--- src/rtl/hex_msg_if.sv ---
`default_nettype none
// +----------------------------------------------------------------------------+
// | Module  : hex_msg_if                                                       |
// | Brief   : Start/sample request and byte-stream handshake of the streamer.  |
// | Revision: 1.0 - initial release                                            |
// +----------------------------------------------------------------------------+
interface hex_msg_if #(
  parameter int DATA_W = 8
);
  logic              start;
  logic [DATA_W-1:0] sample;
  logic              busy;
  logic              done;
  logic [7:0]        tx_data;
  logic              tx_valid;
  logic              tx_ready;

  modport master (
    input  start,
    input  sample,
    input  tx_ready,
    output busy,
    output done,
    output tx_data,
    output tx_valid
  );

  modport slave (
    output start,
    output sample,
    output tx_ready,
    input  busy,
    input  done,
    input  tx_data,
    input  tx_valid
  );
endinterface
`default_nettype wire

--- src/rtl/hex_msg_streamer.sv ---
`default_nettype none
// +----------------------------------------------------------------------------+
// | Module  : hex_msg_streamer                                                 |
// | Brief   : Prints a captured sample as "<prefix><hex digits>[LF CR]" bytes. |
// | Revision: 1.0 - initial release                                            |
// +----------------------------------------------------------------------------+
module hex_msg_streamer #(
  parameter int           DATA_W     = 8,
  parameter int           PREFIX_LEN = 8,
  parameter logic [127:0] PREFIX     = "Data: 0x",
  parameter bit           HEX_UPPER  = 1'b1,
  parameter bit           EOL_EN     = 1'b1
) (
  input  logic      clk,
  input  logic      rst_n,
  hex_msg_if.master bus
);

  localparam int       c_DIGITS      = DATA_W / 4;
  localparam logic [3:0] c_PREFIX_LAST = (PREFIX_LEN > 0) ? 4'(PREFIX_LEN - 1) : 4'd0;
  localparam logic [3:0] c_HEX_LAST    = 4'(c_DIGITS - 1);

  generate
    if ((DATA_W % 4) != 0 || DATA_W < 4 || DATA_W > 32 || PREFIX_LEN < 0 || PREFIX_LEN > 16)
    begin : g_param_check
      $error("hex_msg_streamer: illegal DATA_W or PREFIX_LEN");
    end
  endgenerate

  typedef enum logic [2:0] {
    S_IDLE   = 3'd0,
    S_PREFIX = 3'd1,
    S_HEX    = 3'd2,
    S_EOL_LF = 3'd3,
    S_EOL_CR = 3'd4,
    S_FIN    = 3'd5
  } state_t;

  state_t            r_state, w_state_nxt;
  logic [DATA_W-1:0] r_sample, w_sample_nxt;
  logic [3:0]        r_idx, w_idx_nxt;
  logic              r_busy, w_busy_nxt;
  logic              r_done, w_done_nxt;
  logic              r_tx_valid, w_valid_nxt;
  logic [7:0]        r_tx_data, w_char;
  logic              w_accept;

  function automatic logic [7:0] hex_char(input logic [3:0] n);
    if (n < 4'd10)
      return 8'h30 + {4'h0, n};
    else if (HEX_UPPER)
      return 8'h37 + {4'h0, n};
    else
      return 8'h57 + {4'h0, n};
  endfunction

  // Character i of the prefix sits in the byte lane counted down from PREFIX_LEN-1.
  function automatic logic [7:0] prefix_char(input logic [3:0] i);
    int pos;
    pos = PREFIX_LEN - 1 - int'(i);
    if (pos < 0 || pos > 15)
      return 8'h00;
    return PREFIX[8*pos +: 8];
  endfunction

  function automatic logic [3:0] nibble_of(input logic [DATA_W-1:0] s, input logic [3:0] i);
    int pos;
    pos = c_DIGITS - 1 - int'(i);
    if (pos < 0 || pos >= c_DIGITS)
      return 4'h0;
    return s[4*pos +: 4];
  endfunction

  assign w_accept = r_tx_valid && bus.tx_ready;

  always_comb begin
    w_state_nxt  = r_state;
    w_sample_nxt = r_sample;
    w_idx_nxt    = r_idx;
    w_busy_nxt   = r_busy;
    w_done_nxt   = 1'b0;
    w_valid_nxt  = r_tx_valid;
    w_char       = 8'h00;

    case (r_state)
      S_IDLE: begin
        if (bus.start && !r_busy) begin
          w_sample_nxt = bus.sample;
          w_idx_nxt    = 4'd0;
          w_busy_nxt   = 1'b1;
          w_valid_nxt  = 1'b1;
          w_state_nxt  = (PREFIX_LEN > 0) ? S_PREFIX : S_HEX;
        end
      end
      S_PREFIX: begin
        if (w_accept) begin
          if (r_idx == c_PREFIX_LAST) begin
            w_state_nxt = S_HEX;
            w_idx_nxt   = 4'd0;
          end else begin
            w_idx_nxt = r_idx + 4'd1;
          end
        end
      end
      S_HEX: begin
        if (w_accept) begin
          if (r_idx == c_HEX_LAST) begin
            w_idx_nxt = 4'd0;
            if (EOL_EN) begin
              w_state_nxt = S_EOL_LF;
            end else begin
              w_state_nxt = S_FIN;
              w_busy_nxt  = 1'b0;
              w_valid_nxt = 1'b0;
              w_done_nxt  = 1'b1;
            end
          end else begin
            w_idx_nxt = r_idx + 4'd1;
          end
        end
      end
      S_EOL_LF: begin
        if (w_accept)
          w_state_nxt = S_EOL_CR;
      end
      S_EOL_CR: begin
        if (w_accept) begin
          w_state_nxt = S_FIN;
          w_busy_nxt  = 1'b0;
          w_valid_nxt = 1'b0;
          w_done_nxt  = 1'b1;
        end
      end
      S_FIN: begin
        w_state_nxt = S_IDLE;
      end
      default: begin
        w_state_nxt = S_IDLE;
        w_busy_nxt  = 1'b0;
        w_valid_nxt = 1'b0;
      end
    endcase

    // The outgoing byte is derived from the next state so it is registered on the accept edge.
    if (w_valid_nxt) begin
      case (w_state_nxt)
        S_PREFIX: w_char = prefix_char(w_idx_nxt);
        S_HEX:    w_char = hex_char(nibble_of(w_sample_nxt, w_idx_nxt));
        S_EOL_LF: w_char = 8'h0A;
        S_EOL_CR: w_char = 8'h0D;
        default:  w_char = 8'h00;
      endcase
    end
  end

  always_ff @(posedge clk or negedge rst_n) begin
    if (!rst_n) begin
      r_state    <= S_IDLE;
      r_sample   <= '0;
      r_idx      <= 4'd0;
      r_busy     <= 1'b0;
      r_done     <= 1'b0;
      r_tx_valid <= 1'b0;
      r_tx_data  <= 8'h00;
    end else begin
      r_state    <= w_state_nxt;
      r_sample   <= w_sample_nxt;
      r_idx      <= w_idx_nxt;
      r_busy     <= w_busy_nxt;
      r_done     <= w_done_nxt;
      r_tx_valid <= w_valid_nxt;
      r_tx_data  <= w_char;
    end
  end

  assign bus.busy     = r_busy;
  assign bus.done     = r_done;
  assign bus.tx_valid = r_tx_valid;
  assign bus.tx_data  = r_tx_data;

endmodule
`default_nettype wire

--- src/flat_wrapper.sv ---
// flat-port wrapper written by rule: the top's interface ports become plain ports
module hex_msg_streamer_flat 
#(
  parameter int           DATA_W     = 8,
  parameter int           PREFIX_LEN = 8,
  parameter logic [127:0] PREFIX     = "        ",
  parameter bit           HEX_UPPER  = 1'b1,
  parameter bit           EOL_EN     = 1'b1
)
  (clk, rst_n, bus_start, bus_sample, bus_tx_ready, bus_busy, bus_done, bus_tx_data, bus_tx_valid);
  hex_msg_if #(.DATA_W(DATA_W)) bus_i ();
  input  logic clk;
  input  logic rst_n;
  input wire logic [$bits(bus_i.start)-1:0] bus_start;
  input wire logic [$bits(bus_i.sample)-1:0] bus_sample;
  input wire logic [$bits(bus_i.tx_ready)-1:0] bus_tx_ready;
  output wire logic [$bits(bus_i.busy)-1:0] bus_busy;
  output wire logic [$bits(bus_i.done)-1:0] bus_done;
  output wire logic [$bits(bus_i.tx_data)-1:0] bus_tx_data;
  output wire logic [$bits(bus_i.tx_valid)-1:0] bus_tx_valid;
  assign bus_i.start = bus_start;
  assign bus_i.sample = bus_sample;
  assign bus_i.tx_ready = bus_tx_ready;
  assign bus_busy = bus_i.busy;
  assign bus_done = bus_i.done;
  assign bus_tx_data = bus_i.tx_data;
  assign bus_tx_valid = bus_i.tx_valid;
  hex_msg_streamer #(.DATA_W(DATA_W), .PREFIX_LEN(PREFIX_LEN), .PREFIX(PREFIX), .HEX_UPPER(HEX_UPPER), .EOL_EN(EOL_EN)) u_core (.clk(clk), .rst_n(rst_n), .bus(bus_i));
endmodule
--- config.mk ---
export PLATFORM = sky130hd
export DESIGN_NAME = hex_msg_streamer_flat
export DESIGN_NICKNAME = d
export VERILOG_FILES = /design/src/rtl/hex_msg_if.sv /design/src/rtl/hex_msg_streamer.sv /design/src/flat_wrapper.sv
export SDC_FILE = /design/constraint.sdc
export NUM_CORES = 1
export LEC_CHECK = 0
export ABC_AREA = 1
export BUFFER_PORTS_ARGS = -buffer_cell sky130_fd_sc_hd__buf_2
export CELL_PAD_IN_SITES_DETAIL_PLACEMENT = 1
export CELL_PAD_IN_SITES_GLOBAL_PLACEMENT = 1
export CORE_MARGIN = 2
export CORE_UTILIZATION = 38
export CTS_BUF_LIST = sky130_fd_sc_hd__clkbuf_4 sky130_fd_sc_hd__clkbuf_8 sky130_fd_sc_hd__clkbuf_16
export DETAILED_ROUTE_END_ITERATION = 7
export HOLD_SLACK_MARGIN = 0.05
export PLACE_DENSITY_LB_ADDON = 0.1
export SLEW_MARGIN = 20
export SYNTH_ARGS = -nofsm -noshare
export SYNTH_HDL_FRONTEND = slang
export SYNTH_SLANG_ARGS = --single-unit
--- constraint.sdc ---
create_clock -name clk -period 2.3 [get_ports clk]
set_input_delay 0.115 -clock clk [delete_from_list [all_inputs] [get_ports clk]]
set_output_delay 0.115 -clock clk [all_outputs]
set_load 0.02 [all_outputs]
Word-level counts from Yosys, hierarchy flattened
Index checks and enable logic that the tools add are counted.
{"block": "op_classes", "add_sub_neg": 5, "magnitude_cmp": 5, "eq_ne": 13, "n_shift": 2, "mux": 39, "bitwise_logic": 1, "reduce_logical": 8}
{"op": "$shiftx A128 B32 Y8 const A", "n": 1}
{"op": "$lt A32 B1 Y1 const B", "n": 2}
{"op": "$mux W8", "n": 6}
{"op": "$mux W4", "n": 9}
{"op": "$ge A32 B3 Y1 const B", "n": 1}
{"op": "$gt A32 B5 Y1 const B", "n": 1}
{"op": "$pmux W8 S4", "n": 1}
{"op": "$shiftx A8 B32 Y4", "n": 1}
{"op": "$mux W3", "n": 7}
{"op": "$pmux W3 S5", "n": 1}
{"op": "$add A6 B4 Y7 const A", "n": 2}
{"op": "$eq A3 B2 Y1 const B", "n": 4}
{"op": "$mux W1", "n": 12}
{"op": "$pmux W4 S3", "n": 1}
{"op": "$eq A3 B3 Y1 const B", "n": 3}
{"op": "$eq A3 B1 Y1 const B", "n": 2}
{"op": "$pmux W1 S3", "n": 2}
{"op": "$sub A1 B4 Y5 const A", "n": 1}
{"op": "$sub A3 B4 Y5 const A", "n": 1}
{"op": "$add A4 B1 Y4 const B", "n": 1}
{"op": "$eq A4 B1 Y1 const B", "n": 1}
{"op": "$eq A4 B3 Y1 const B", "n": 1}
{"op": "$lt A4 B4 Y1 const B", "n": 1}
{"op": "$ne A2 B1 Y1 const B", "n": 2}
{"op": "7 further kinds", "n": 9}
{"block": "word_totals", "regBits": 26, "inputBits": 12, "out_inout_bits": 11, "wordCells": 80}

Longest topological paths before layout
Gate-level depths: netlist (run 1).
{"block": "logic_depth", "depth_word": 17, "depth_mapped": 19, "mapped_depth_nobuf": 19}

Worst setup path before layout (run 1)
No wires, ideal clock.
{"block": "synth_path", "path_kind": "register -> register", "start": "register u_core.r_tx_valid (netlist: u_core.bus.tx_valid)", "end": "register u_core.r_tx_data[1] (netlist: u_core.bus.tx_data[1])", "setup_time_ps": 113, "arrival_ps": 2206, "t_required_ps": 2187, "path_slack_ps": -19, "stages_incl_launch_ff": 18, "path_buffers": 0, "synth_period_minus_slack_ps": 2319, "path_cell_list": "dfrtp_1 > nand2_2 > clkinv_2 > nand3_1 > nand2_1 > nand2_2 > nand2_1 > nand2_1 > inv_2 > ha_1 > nor2_1 > nand3_4 > nor2_8 > nand3_2 > nand3_1 > nand3_1 > nand2_1 > inv_1"}
{"block": "synth_via", "elab_chain_cells": 16, "elab_cells_between_ends": 42, "classes_between": "add/sub (4); order compare (5); eq/ne (4); shift (2); mux (24); reduce/logical (3)"}
{"item": "start: declaration", "line_no": "hex_msg_streamer.sv:44", "text": "logic r_tx_valid, w_valid_nxt;"}
{"item": "start signal: assignment", "line_no": "hex_msg_streamer.sv:171", "text": "r_tx_valid <= w_valid_nxt;"}
{"item": "$logic_and A1 B1 Y1 *", "line_no": "hex_msg_streamer.sv:74", "text": "assign w_accept = r_tx_valid && bus.tx_ready;"}
{"item": "$mux W4 (on tied branches)", "line_no": "hex_msg_streamer.sv:106, hex_msg_streamer.sv:96"}
{"item": "$pmux W4 S3 *", "line_no": "hex_msg_streamer.sv:85", "text": "case (r_state)"}
{"item": "named net u_core.w_idx_nxt[2]", "line_no": "hex_msg_streamer.sv:41", "text": "logic [3:0] r_idx, w_idx_nxt;"}
{"item": "$sub A1 B4 Y5", "line_no": "hex_msg_streamer.sv:68", "text": "pos = c_DIGITS - 1 - int'(i);"}
{"item": "$lt A32 B1 Y1 / $ge A32 B3 Y1 (equally long branches)", "line_no": "hex_msg_streamer.sv:69", "text": "if (pos < 0 || pos >= c_DIGITS)"}
{"item": "$logic_or A1 B1 Y1", "line_no": "hex_msg_streamer.sv:69"}
{"item": "$mux W1", "line_no": "hex_msg_streamer.sv:69"}
{"item": "[2 not listed]"}
{"item": "$mux W4", "line_no": "hex_msg_streamer.sv:71", "text": "return s[4*pos +: 4];"}
{"item": "$mux W4", "line_no": "hex_msg_streamer.sv:146", "text": "case (w_state_nxt)"}
{"item": "$mux W4", "line_no": "hex_msg_streamer.sv:145", "text": "if (w_valid_nxt) begin"}
{"item": "$add A6 B4 Y7, or another cell as far along", "line_no": "hex_msg_streamer.sv:52", "text": "return 8'h37 + {4'h0, n};"}
{"item": "$mux W8", "line_no": "hex_msg_streamer.sv:49", "text": "if (n < 4'd10)"}
{"item": "$pmux W8 S4 *", "line_no": "hex_msg_streamer.sv:146"}
{"item": "$mux W8 *", "line_no": "hex_msg_streamer.sv:145"}
{"item": "named net u_core.w_char[1]", "line_no": "hex_msg_streamer.sv:45", "text": "logic [7:0] r_tx_data, w_char;"}
{"item": "end signal: assignment", "line_no": "hex_msg_streamer.sv:172", "text": "r_tx_data <= w_char;"}
{"item": "end: declaration", "line_no": "hex_msg_streamer.sv:45"}
Mark *: on every way through the listed nets, which the timed path passes. The rest lies on a longest branch. The select of a mux whose other input is x is not followed.
A chain may end at the register's enable or synchronous reset.

Worst setup path in the final report (run 1)
{"block": "layout_path", "start": "register u_core.r_idx[2]", "end": "register u_core.r_tx_data[1] (netlist: u_core.bus.tx_data[1])"}
{"block": "layout_via", "elab_chain_cells": 17, "elab_cells_between_ends": 44, "classes_between": "add/sub (5); order compare (5); eq/ne (6); shift (2); mux (24); reduce/logical (2)"}
{"item": "start: declaration", "line_no": "hex_msg_streamer.sv:41"}
{"item": "start signal: assignment", "line_no": "hex_msg_streamer.sv:168", "text": "r_idx <= w_idx_nxt;"}
{"item": "$add A4 B1 Y4, or another cell as far along", "line_no": "hex_msg_streamer.sv:101, hex_msg_streamer.sv:118"}
{"item": "$mux W4 (on tied branches)", "line_no": "hex_msg_streamer.sv:107, hex_msg_streamer.sv:97"}
{"item": "$mux W4 (on tied branches)", "line_no": "hex_msg_streamer.sv:106, hex_msg_streamer.sv:96"}
{"item": "$pmux W4 S3 *", "line_no": "hex_msg_streamer.sv:85"}
{"item": "named net u_core.w_idx_nxt[2]", "line_no": "hex_msg_streamer.sv:41"}
{"item": "$sub A1 B4 Y5", "line_no": "hex_msg_streamer.sv:68"}
{"item": "$lt A32 B1 Y1 / $ge A32 B3 Y1 (equally long branches)", "line_no": "hex_msg_streamer.sv:69"}
{"item": "$logic_or A1 B1 Y1", "line_no": "hex_msg_streamer.sv:69"}
{"item": "[3 not listed]"}
{"item": "$mux W4", "line_no": "hex_msg_streamer.sv:71"}
{"item": "$mux W4", "line_no": "hex_msg_streamer.sv:146"}
{"item": "$mux W4", "line_no": "hex_msg_streamer.sv:145"}
{"item": "$add A6 B4 Y7, or another cell as far along", "line_no": "hex_msg_streamer.sv:52"}
{"item": "$mux W8", "line_no": "hex_msg_streamer.sv:49"}
{"item": "$pmux W8 S4 *", "line_no": "hex_msg_streamer.sv:146"}
{"item": "$mux W8 *", "line_no": "hex_msg_streamer.sv:145"}
{"item": "named net u_core.w_char[1]", "line_no": "hex_msg_streamer.sv:45"}
Marked as above.

==> results of run 1 <==
## report_power, final
| group | switching (W) | leakage, nW | internal (W) |
|---|---|---|---|
| clock network | 0.000161 | 0.0261 | 0.000128 |
| logic | 0.0000154 | 0.888 | 0.00000905 |
| registers | 0 | 0.293 | 0.000439 |
## cell type report
cell class | instances | area (um2) | area share
Clock buffer | 3 | 41.29 | 0.01737
Inverter | 46 | 178.9 | 0.07526
Clock inverter | 1 | 8.758 | 0.003684
Tap cell | 52 | 65.06 | 0.02737
Multi-Input combinational cell | 147 | 1015 | 0.4268
Timing Repair Buffer | 63 | 437.9 | 0.1842
Sequential cell | 25 | 630.6 | 0.2653
## per-stage QoR
| stage | total power, W | area (um2) | std cells | TNS, ns | utilization |
|---|---|---|---|---|---|
| 2_1_floorplan | 0.0004523 | 1680 | 221 | 0 | - |
| 3_3_place_gp | 0.0004711 | 2044 | 320 | -0.07285 | 0.4761 |
| 3_5_place_dp | 0.0004718 | 2044 | 320 | -0.2853 | 0.4761 |
| 4_1_cts | 0.0007608 | 2250 | 332 | 0 | 0.5239 |
| 5_1_grt | 0.0007846 | 2377 | 337 | -1.414 | 0.5536 |
| 6_report | 0.0007524 | 2377 | 337 | -0.2032 | 0.5536 |
## metal layers
layer | vias up | part of all wire | wire, um | track usage
met5 | - | 0 | 0 | 0
met4 | 0 | 0.026 | 136 | 0.05983
met3 | 11 | 0.023 | 120 | 0.02886
met2 | 32 | 0.52 | 2686 | 0.3658
met1 | 796 | 0.43 | 2251 | 0.2746
li1 | 818 | - | - | -
## placed cells by master (no fill, tap or decap)
cell type and n:
nand2_2 12, nor2_2 7, conb_1 1, o21ai_1 5
clkbuf_8 3, nand3_2 7, a21oi_2 2, nor3_1 5
dfrtp_2 4, ha_4 4, nand3_1 15, a21oi_4 1
nand2_1 45, nand4_1 4, o21ai_0 3, nor3_2 1
buf_4 37, inv_4 2, o21ai_4 1, o211a_1 1
buf_6 4, nor2_8 1, dlygate4sd3_1 1, inv_1 32
o21ai_2 4, nand3_4 5, nor4_1 1, inv_6 1
nand2_4 3, o21bai_1 1, nor2_1 8, dfrtp_1 21
a21oi_1 4, nor2_4 4, nor3_4 2, buf_2 21
inv_2 11, clkinv_2 1
## critical path: stages, from the launching register on
cell	delay (ns)
dfrtp_1	0.52
nor2_2	0.17
nand3_1	0.14
nand2_1	0.12
nand2_2	0.07
nand2_2	0.08
nand2_2	0.07
buf_4	0.13
buf_4	0.13
ha_4	0.16
nand2_4	0.08
nand3_4	0.09
nor2_8	0.17
nand4_1	0.10
nand2_1	0.09
nand3_2	0.06
nand2_1	0.07
inv_1	0.04
## state kept, by name, indices dropped and copies added, names as in the netlist
| name | cells |
|---|---|
| u_core.r_sample | 8 |
| u_core.bus.tx_data | 7 |
| u_core.r_idx | 4 |
| u_core.r_state | 3 |
| u_core.bus.busy | 1 |
| u_core.bus.done | 1 |
| u_core.bus.tx_valid | 1 |
## repair_timing
item | 4_1_cts | 5_1_grt
resized for setup | 23 | 22
hold buffers | 1 | 0
gates cloned | 0 | 0
pin swaps | 17 | 18
setup buffers | 8 | 5
setup endpoints to repair | 5 | 7
endpoints found under the hold margin | 25 | 0
## final timing paths
path / startpoint / endpoint / slack, ns / cells after the start
min in group asynchronous: rst_n / u_core.r_sample[2] / 0.36 / 2
max: u_core.r_idx[2] / u_core.bus.tx_data[1] / -0.1 / 17
min reg2reg: u_core.r_sample[4] / u_core.r_sample[4] / 0.52 / 2
max reg2reg: u_core.r_idx[2] / u_core.bus.tx_data[1] / -0.1 / 17
min: bus_sample[1] / u_core.r_sample[1] / 0.06 / 3
max in group asynchronous: rst_n / u_core.r_state[1] / 1.51 / 2
## kinds of logic (layout without fill, tap and decap cells)
family / after synthesis / after routing / synth area share
fa+ha+maj: 4 / 4 / 0.02983
simple gates: 120 / 120 / 0.3937
flops: 25 / 25 / 0.3729
buf+inv: 49 / 113 / 0.1178
compound gates: 22 / 22 / 0.08352
other cells: 1 / 1 / 0.002235
==> flow_metrics.py, run 1 <==
metrics = {
    "place": {
        "dp_hpwl_mm": 3.511,
        "dp_slack_ns": -0.08944,
        "io_buffer_count": 21,
        "place_congestion": 0.8084,
    },
    "yosys": {
        "syn_area_per_cell_um2": 7.592,
        "syn_inst": 221,
        "synth_area_leaders": "dfrtp_1, nand2_1, inv_1, nand3_1, nor2_1",
        "ys.flop_type": "dfrtp_1",
        "synth.top_cell.area_share": 0.3729,
        "synthesis.nets": 237,
        "synth-seq-cells": 25,
        "syn_area_um2": 1678,
        "async_flop_share": 1.000,
        "seq_area_frac_synth": 0.3729,
        "synth_common_cells": "nand2_1, inv_1, dfrtp_1, nand3_1, nor2_1",
        "yosysMostFrequentCell": "nand2_1",
        "ys_warn_count": 0,
        "synth_edf_count": 0,
        "yosysUniqueCellTypes": 30,
        "synth_top_cell_by_area": "dfrtp_1",
    },
    "outcome": {
        "violations": "setup timing",
        "outcome": "complete, but fails checks",
    },
    "min_path": {
        "hold_class": "input port to flop",
    },
    "die": {
        "num_rows": 24,
        "ios": 23,
        "die_area_um2": 4963,
        "start_util": 0.3907,
        "fp.dieH_um": 70.45,
        "die_w_um": 70.45,
        "core_area_um2": 4294,
    },
    "power_and_ir_drop": {
        "power_density_nw_per_um2": 316.5,
        "p_leak_nw": 1.208,
        "ir_drop_v": 0.0002829,
    },
    "global_routing": {
        "grt_pass1_wl_mm": 8.259,
        "grt_overflow": 0,
        "grt_use_total": 0.2117,
        "first_global_vias": 1700,
        "antenna_found_initial": 0,
        "grt_start_max_net_pins": 26,
    },
    "timing": {
        "finalSetupViolCount": 4,
        "rsz0062_at_grt": "true",
        "max_freq_mhz": 416.9,
        "drv_slew": 0,
        "min_period_over_period": 1.043,
        "skew_ns": 0.007000,
        "fin_ws_ns": -0.09894,
        "slew_headroom": 0.6145,
        "layout_min_cycle_time_ns": 2.399,
        "hold_ws_ns": 0.05555,
        "hold_viol": 0,
        "worst_pin_slew_ns": 0.5782,
    },
    "finish": {
        "nets": 302,
        "diodes": 0,
        "syn2layout_area_growth_pct": 41.69,
        "drive_gt1_frac": 0.4842,
        "fill_cells": 537,
    },
    "setup_path": {
        "crit_fanout": 8,
        "cp.required_ns": 2.48,
        "setup.worst_path.class": "flop to flop",
        "crit_arrival_ns": 2.58,
        "end_kind": "flop",
        "cp-start-kind": "flop",
    },
    "drt": {
        "vias": 1657,
        "drtAntennaViolNets": 0,
        "wl_mm": 5.195,
        "drtIter0Drc": 85,
        "drt_first_pass_iters": 4,
        "vias_per_cell": 4.917,
        "routedWlPerCell_um": 15.42,
        "drc_errors": 0,
    },
    "cts": {
        "h-tree-depth": 1,
        "clock_path_buffers": 2,
        "cts-root-buf": "clkbuf_8",
        "path_clk_slew_ns": 0.10,
        "clk-insertion-delay-late_ns": 0.28,
        "cts_sinks": 25,
        "cts_tree": "yes",
        "cts_buffers": 3,
    },
    "flow_run": {
        "maxCapViolations": 0,
    },
}
(Power assumes the default switching activity.)
==> run 2, diff against run 1 <==
--- a/config.mk
+++ b/config.mk
@@ -14,6 +14,7 @@
 export CTS_BUF_LIST = sky130_fd_sc_hd__clkbuf_4 sky130_fd_sc_hd__clkbuf_8 sky130_fd_sc_hd__clkbuf_16
 export DETAILED_ROUTE_END_ITERATION = 7
 export HOLD_SLACK_MARGIN = 0.05
+export MAX_ROUTING_LAYER = met4
 export PLACE_DENSITY_LB_ADDON = 0.1
 export SLEW_MARGIN = 20
 export SYNTH_ARGS = -nofsm -noshare
==> run 2 against run 1 <==
Net effect:
- highest routed layer unchanged
- sequential share of layout area is the same
- via count up 0.18%
- maximum frequency up 0.33%
- sequential cell count stayed put
- global-route usage increased by 0.53 points
- setup slack better by 0.0079 ns
- the flow still finishes with violations (setup timing)
- clock-buffer cell count stayed put
- register-to-register slack barely moved
==> flow_metrics.py, run 2 (synthesized netlist as in run 1, its figures left out) <==
metrics = {
    "timing": {
        "fin_ws_ns": -0.09101,
        "rsz0062_at_grt": "true",
        "slew_headroom": 0.6148,
        "hold_viol": 0,
        "min_period_over_period": 1.040,
        "skew_ns": 0.007263,
        "drv_slew": 0,
        "hold_ws_ns": 0.05651,
        "worst_pin_slew_ns": 0.5778,
        "finalSetupTns_ns": -0.1595,
        "finalSetupViolCount": 4,
        "max_freq_mhz": 418.2,
        "layout_min_cycle_time_ns": 2.391,
    },
    "cts": {
        "cts-root-buf": "clkbuf_8",
        "clk-insertion-delay-late_ns": 0.28,
        "h-tree-depth": 1,
        "clock_path_buffers": 2,
        "cts_sinks": 25,
        "path_clk_slew_ns": 0.10,
        "cts_buffers": 3,
        "cts_tree": "yes",
    },
    "setup_path": {
        "rr_endpoint": "u_core.bus.tx_data[1]",
        "cp-start-kind": "flop",
        "crit_fanout": 7,
        "cp.required_ns": 2.48,
        "reg2reg_slack_ns": -0.09,
        "end_kind": "flop",
        "crit_arrival_ns": 2.57,
        "timing.rr.start": "u_core.r_idx[1]",
        "reg2reg_depth": 18,
        "setup.worst_path.class": "flop to flop",
    },
    "power_and_ir_drop": {
        "combPwrFrac": 0.033,
        "p_leak_nw": 1.208,
        "p_seq_frac": 0.584,
        "switching_power_w": 0.0001765,
        "power_frac_clock": 0.384,
        "swShare": 0.2347,
        "ir_drop_v": 0.0002834,
        "internal_power_w": 0.0005757,
        "power_density_nw_per_um2": 316.4,
    },
    "finish": {
        "drive_gt1_frac": 0.4842,
        "mostFrequentLayoutCells": "nand2_1, buf_4, inv_1",
        "nets": 302,
        "final_common_cell": "nand2_1",
        "largest_reg_flops": 8,
        "top_register": "u_core.r_sample",
        "syn2layout_area_growth_pct": 41.69,
        "diodes": 0,
    },
    "global_routing": {
        "grt_start_max_net_pins": 26,
        "first_global_vias": 1703,
        "grt_util_met1": 0.2728,
        "grt_pass1_wl_mm": 8.238,
        "grt_use_total": 0.2169,
        "grt_use_met2": 0.3669,
        "antenna_found_initial": 0,
        "busiest_layer": "met2",
        "grt_overflow": 0,
        "use_met3": 0.02742,
    },
    "die": {
        "start_util": 0.3907,
        "ios": 23,
        "fp.dieH_um": 70.45,
        "num_rows": 24,
        "die_area_um2": 4963,
        "die_w_um": 70.45,
        "core_area_um2": 4294,
    },
    "outcome": {
        "outcome": "complete, but fails checks",
        "violations": "setup timing",
    },
    "drt": {
        "routedWlPerCell_um": 15.47,
        "drc_errors": 0,
        "vias_per_cell": 4.926,
        "drtAntennaViolNets": 0,
        "wl_mm": 5.214,
        "vias": 1660,
        "drtIter0Drc": 88,
        "drt_first_pass_iters": 4,
    },
    "place": {
        "io_buffer_count": 21,
        "place_congestion": 0.8202,
        "dp_hpwl_mm": 3.511,
    },
    "flow_run": {
        "maxCapViolations": 0,
    },
    "min_path": {
        "min_to": "u_core.r_sample[1]",
        "whs_path_depth": 3,
        "hold_class": "input port to flop",
        "worstHoldStart": "bus_sample[1]",
    },
}
## run 2: how the worst max path moves through the flow
| stage | from | to | depth (start not counted) |
|---|---|---|---|
| 2_1_floorplan | u_core.bus.tx_valid | u_core.bus.tx_data[1] | 17 |
| 6_report | u_core.r_idx[1] | u_core.bus.tx_data[1] | 18 |
| 3_5_place_dp | u_core.r_state[1] | u_core.bus.tx_data[1] | 15 |
| 5_1_grt | u_core.r_idx[2] | u_core.bus.tx_data[1] | 17 |
| 3_3_place_gp | u_core.r_idx[1] | u_core.bus.tx_data[1] | 18 |
| 4_1_cts | u_core.r_state[0] | u_core.bus.tx_data[1] | 18 |
## run 2: worst max-delay path: stages, from the launching register on
cell and delay, ns:
dfrtp_1 0.45, inv_2 0.11, ha_4 0.13, nand3_1 0.12, nand2_1 0.12, nand2_2 0.07, nand2_2 0.08, nand2_2 0.07
buf_4 0.13, buf_4 0.13, ha_4 0.16, nand2_4 0.07, nand3_4 0.09, nor2_8 0.17, nand4_1 0.10, nand2_1 0.09
nand3_2 0.06, nand2_1 0.07, inv_1 0.04
## run 2: power groups by stage
stage,Clock (W),Combinational (W),Sequential [W]
finish,0.000289,0.0000245,0.000439
global route,0.000317,0.0000285,0.000439
CTS,0.000296,0.0000255,0.000439
detailed placement,0,0.0000240,0.000448
global placement,0,0.0000232,0.000448
floorplan,0,0.00000429,0.000448
## run 2: area by class of cell
cell class              count  area [um2]
flip-flops and latches     25       630.6
clock buffers               3       41.29
multi-input cells         147        1015
clock inverters             1       8.758
well taps                  52       65.06
inverters                  46       178.9
repair buffers             63       437.9
fillers                   537        1917
## run 2: layer usage
layer	routed length [um]	part of all wire	vias to the layer above
li1	-	-	820
met1	2286	0.44	801
met2	2697	0.52	28
met3	94	0.018	11
met4	136	0.026	0
met5	0	0	-
## run 2: metrics by stage
stage | worst slack, ns | instances | util | instance area (um2) | power (W)
after CTS | 0.01024 | 332 | 0.5239 | 2250 | 0.0007608
after global placement | -0.04025 | 320 | 0.4761 | 2044 | 0.0004711
final | -0.09101 | 337 | 0.5536 | 2377 | 0.0007522
after floorplan | 0.02176 | 221 | - | 1680 | 0.0004523
after detailed placement | -0.08944 | 320 | 0.4761 | 2044 | 0.0004718
after global routing | -0.2571 | 337 | 0.5536 | 2377 | 0.0007844
## run 2: what timing repair did
item,CTS,global route
hold endpoints to repair,25,0
resized for setup,23,22
endpoints found under the setup margin,5,7
pin swaps,17,18
buffers inserted,8,5
hold buffers,1,0
==> run 3, diff against run 2 <==
--- a/config.mk
+++ b/config.mk
@@ -5,12 +5,11 @@
 export SDC_FILE = /design/constraint.sdc
 export NUM_CORES = 1
 export LEC_CHECK = 0
-export ABC_AREA = 1
 export BUFFER_PORTS_ARGS = -buffer_cell sky130_fd_sc_hd__buf_2
 export CELL_PAD_IN_SITES_DETAIL_PLACEMENT = 1
 export CELL_PAD_IN_SITES_GLOBAL_PLACEMENT = 1
 export CORE_MARGIN = 2
-export CORE_UTILIZATION = 38
+export CORE_UTILIZATION = 39
 export CTS_BUF_LIST = sky130_fd_sc_hd__clkbuf_4 sky130_fd_sc_hd__clkbuf_8 sky130_fd_sc_hd__clkbuf_16
 export DETAILED_ROUTE_END_ITERATION = 7
 export HOLD_SLACK_MARGIN = 0.05
==> run 3 against run 2 <==
Net effect:
- the flow still finishes with violations (setup timing)
- die area fell by 5.9%
- setup slack lost 0.46 ns
- non-clock buffer count rose by 7
- sequential power is 43% higher
- global-route usage rose by 1.1 points
- clock skew is 0.0019 ns lower
- clock-buffer cell count grew 1
- register-to-register slack worse by 0.46 ns
- worst hold slack better by 0.026 ns
- wire length shrank 8.1%
- sequential share of layout area is 1.8 points higher
- first-iteration DRC count is 64% lower
- largest power group is now combinational logic
- highest routed layer unchanged
==> flow_metrics.py, run 3 <==
metrics = {
    "timing": {
        "hold_viol": 0,
        "slew_headroom": 0.5987,
        "layout_min_cycle_time_ns": 2.848,
        "hold_ws_ns": 0.08291,
        "finalSetupViolCount": 7,
        "max_freq_mhz": 351.1,
        "skew_ns": 0.005323,
        "worst_pin_slew_ns": 0.6020,
        "min_period_over_period": 1.238,
        "fin_ws_ns": -0.5484,
        "rsz0062_at_grt": "true",
        "drv_slew": 0,
    },
    "finish": {
        "top_register": "u_core.r_sample",
        "largest_reg_flops": 8,
        "post-route-util": 0.5527,
        "drive_gt1_frac": 0.4016,
        "fill_cells": 490,
        "finalInstanceArea_um2": 2211,
        "finalNonFillerCells": 299,
        "nets": 266,
        "final_common_cell": "buf_4",
        "mostFrequentLayoutCells": "buf_4, nand2_1, dfrtp_1",
        "syn2layout_area_growth_pct": 36.98,
        "diodes": 0,
    },
    "drt": {
        "wl_mm": 4.792,
        "drt_first_pass_iters": 4,
        "vias": 1590,
        "drtIter0Drc": 32,
        "drc_errors": 0,
        "routedWlPerCell_um": 16.03,
        "drtAntennaViolNets": 0,
        "vias_per_cell": 5.318,
    },
    "setup_path": {
        "cpMostUsedCell": "buf_4",
        "crit_chain": "buf_4 -> ha_2 -> nand2_2 -> o31ai_2 -> nor4_2 -> a21o_2 -> buf_4 -> ha_1 -> a211o_1 -> or4_1 -> o21a_1 -> o21bai_1",
        "path_delay_family": "compound AO/OA/AOI/OAI gates",
        "cp_slowest_cell": "or4_1",
        "worst_path_largest_cell_delay_ns": 0.47,
        "setup.worst_path.class": "flop to flop",
        "reg2reg_depth": 12,
        "cp-start-kind": "flop",
        "crit_arrival_ns": 3.01,
        "end_kind": "flop",
        "crit_fanout": 3,
        "crit_buf_inv": 2,
        "worst-path-stages": 12,
        "cp.required_ns": 2.46,
    },
    "yosys": {
        "synth_common_cells": "nand2_1, dfrtp_1, inv_1, o21ai_0, nand2b_1",
        "seq_area_frac_synth": 0.3876,
        "synthesis.nets": 199,
        "synth_edf_count": 0,
        "synth_area_leaders": "dfrtp_1, nand2_1, nand2b_1, ha_1, o21ai_0",
        "synth_top_cell_by_area": "dfrtp_1",
        "async_flop_share": 1.000,
        "yosysMostFrequentCell": "nand2_1",
        "syn_inst": 183,
        "syn_area_um2": 1614,
        "ys.flop_type": "dfrtp_1",
        "synth-seq-cells": 25,
        "synth.top_cell.area_share": 0.3876,
        "syn_area_per_cell_um2": 8.820,
        "yosysUniqueCellTypes": 54,
        "ys_warn_count": 0,
    },
    "flow_run": {
        "maxCapViolations": 0,
    },
    "die": {
        "start_util": 0.4035,
        "num_rows": 23,
        "die_area_um2": 4669,
        "core_area_um2": 4000,
        "fp.dieH_um": 68.33,
        "ios": 23,
        "die_w_um": 68.33,
    },
    "power_and_ir_drop": {
        "power_density_nw_per_um2": 1050,
        "p_leak_nw": 1.060,
        "ir_drop_v": 0.0004477,
        "design_power_total_w": 0.002321,
    },
    "min_path": {
        "whs_path_depth": 3,
        "hold_class": "input port to flop",
    },
    "place": {
        "place_inst": 288,
        "dp_hpwl_mm": 3.789,
        "place_congestion": 0.8871,
        "postPlaceCellArea_um2": 2048,
        "io_buffer_count": 21,
    },
    "global_routing": {
        "grt_pass1_wl_mm": 7.672,
        "first_global_vias": 1651,
        "grt_use_total": 0.2281,
        "antenna_found_initial": 0,
        "grt_start_max_net_pins": 26,
        "grt_overflow": 0,
    },
    "cts": {
        "clk-insertion-delay-late_ns": 0.27,
        "cts-root-buf": "clkbuf_8",
        "path_clk_slew_ns": 0.09,
        "cts_tree": "yes",
        "h-tree-depth": 1,
        "cts_sinks": 25,
        "cts_buffers": 3,
        "clock_path_buffers": 2,
    },
    "outcome": {
        "outcome": "complete, but fails checks",
        "violations": "setup timing",
    },
}
## run 3: path summary, 6_finish.rpt
path                                          from  slack, ns                     to
min in group asynchronous                    rst_n       0.37     u_core.r_sample[0]
worst max-delay path               u_core.r_idx[1]      -0.55  u_core.bus.tx_data[5]
max in group asynchronous                    rst_n       1.50      u_core.r_state[0]
worst min register to register  u_core.r_sample[7]       0.54     u_core.r_sample[7]
worst max register to register     u_core.r_idx[1]      -0.55  u_core.bus.tx_data[5]
worst min-delay path                 bus_sample[5]       0.08     u_core.r_sample[5]
## run 3: where the power goes
part	internal, W	switching (W)
Sequential	0.000529	0.0000986
Combinational	0.000742	0.000673
Clock	0.000136	0.000142
## run 3: cell type report
class	count	area, um2	share of cell area
clock buffer	4	48.80	0.02207
inverter	11	41.29	0.01868
tap	50	62.56	0.02830
multi-input combinational	139	955.9	0.4324
timing repair buffer	70	475.5	0.2151
sequential	25	626.9	0.2835
## run 3: worst min-delay path, cell delays in order
cell and delay [ns]:
buf_2 0.11, nand2_1 0.05, nand2_1 0.05
## run 3: cell families after synthesis
group | after synthesis | share of synthesized area
and+or+nand+nor | 77 | 0.2589
adders and majority gates | 4 | 0.03101
muxes | 3 | 0.01938
other | 1 | 0.002323
AOI/OAI and AO/OA | 51 | 0.2240
DFF | 25 | 0.3876
xor gates and xnor gates | 3 | 0.01628
buffers and inverters | 19 | 0.06046
## run 3: layer usage
| metal | up-vias | GRT usage | wire length, um |
|---|---|---|---|
| met5 | - | - | 0 |
| met4 | 0 | 0.06500 | 66 |
| met3 | 6 | 0.01974 | 91 |
| met2 | 19 | 0.4235 | 2562 |
| met1 | 784 | 0.2598 | 2071 |
| li1 | 781 | - | - |
## run 3: through the flow
step	setup WS, ns	setup TNS [ns]
finish	-0.5484	-2.769
global route	-0.6604	-3.723
CTS	-0.5515	-3.221
detailed placement	-0.5684	-2.647
global placement	-0.4098	-1.879
floorplan	-0.3906	-0.9447
## run 3: repair_timing
item                                    4_1_cts  5_1_grt
endpoints found under the setup margin        7        7
buffers inserted                              5        1
resized for setup                             1       15
hold buffers                                  1        0
pin swaps                                     3        3
hold endpoints to repair                     25        0
cloned                                        0        0
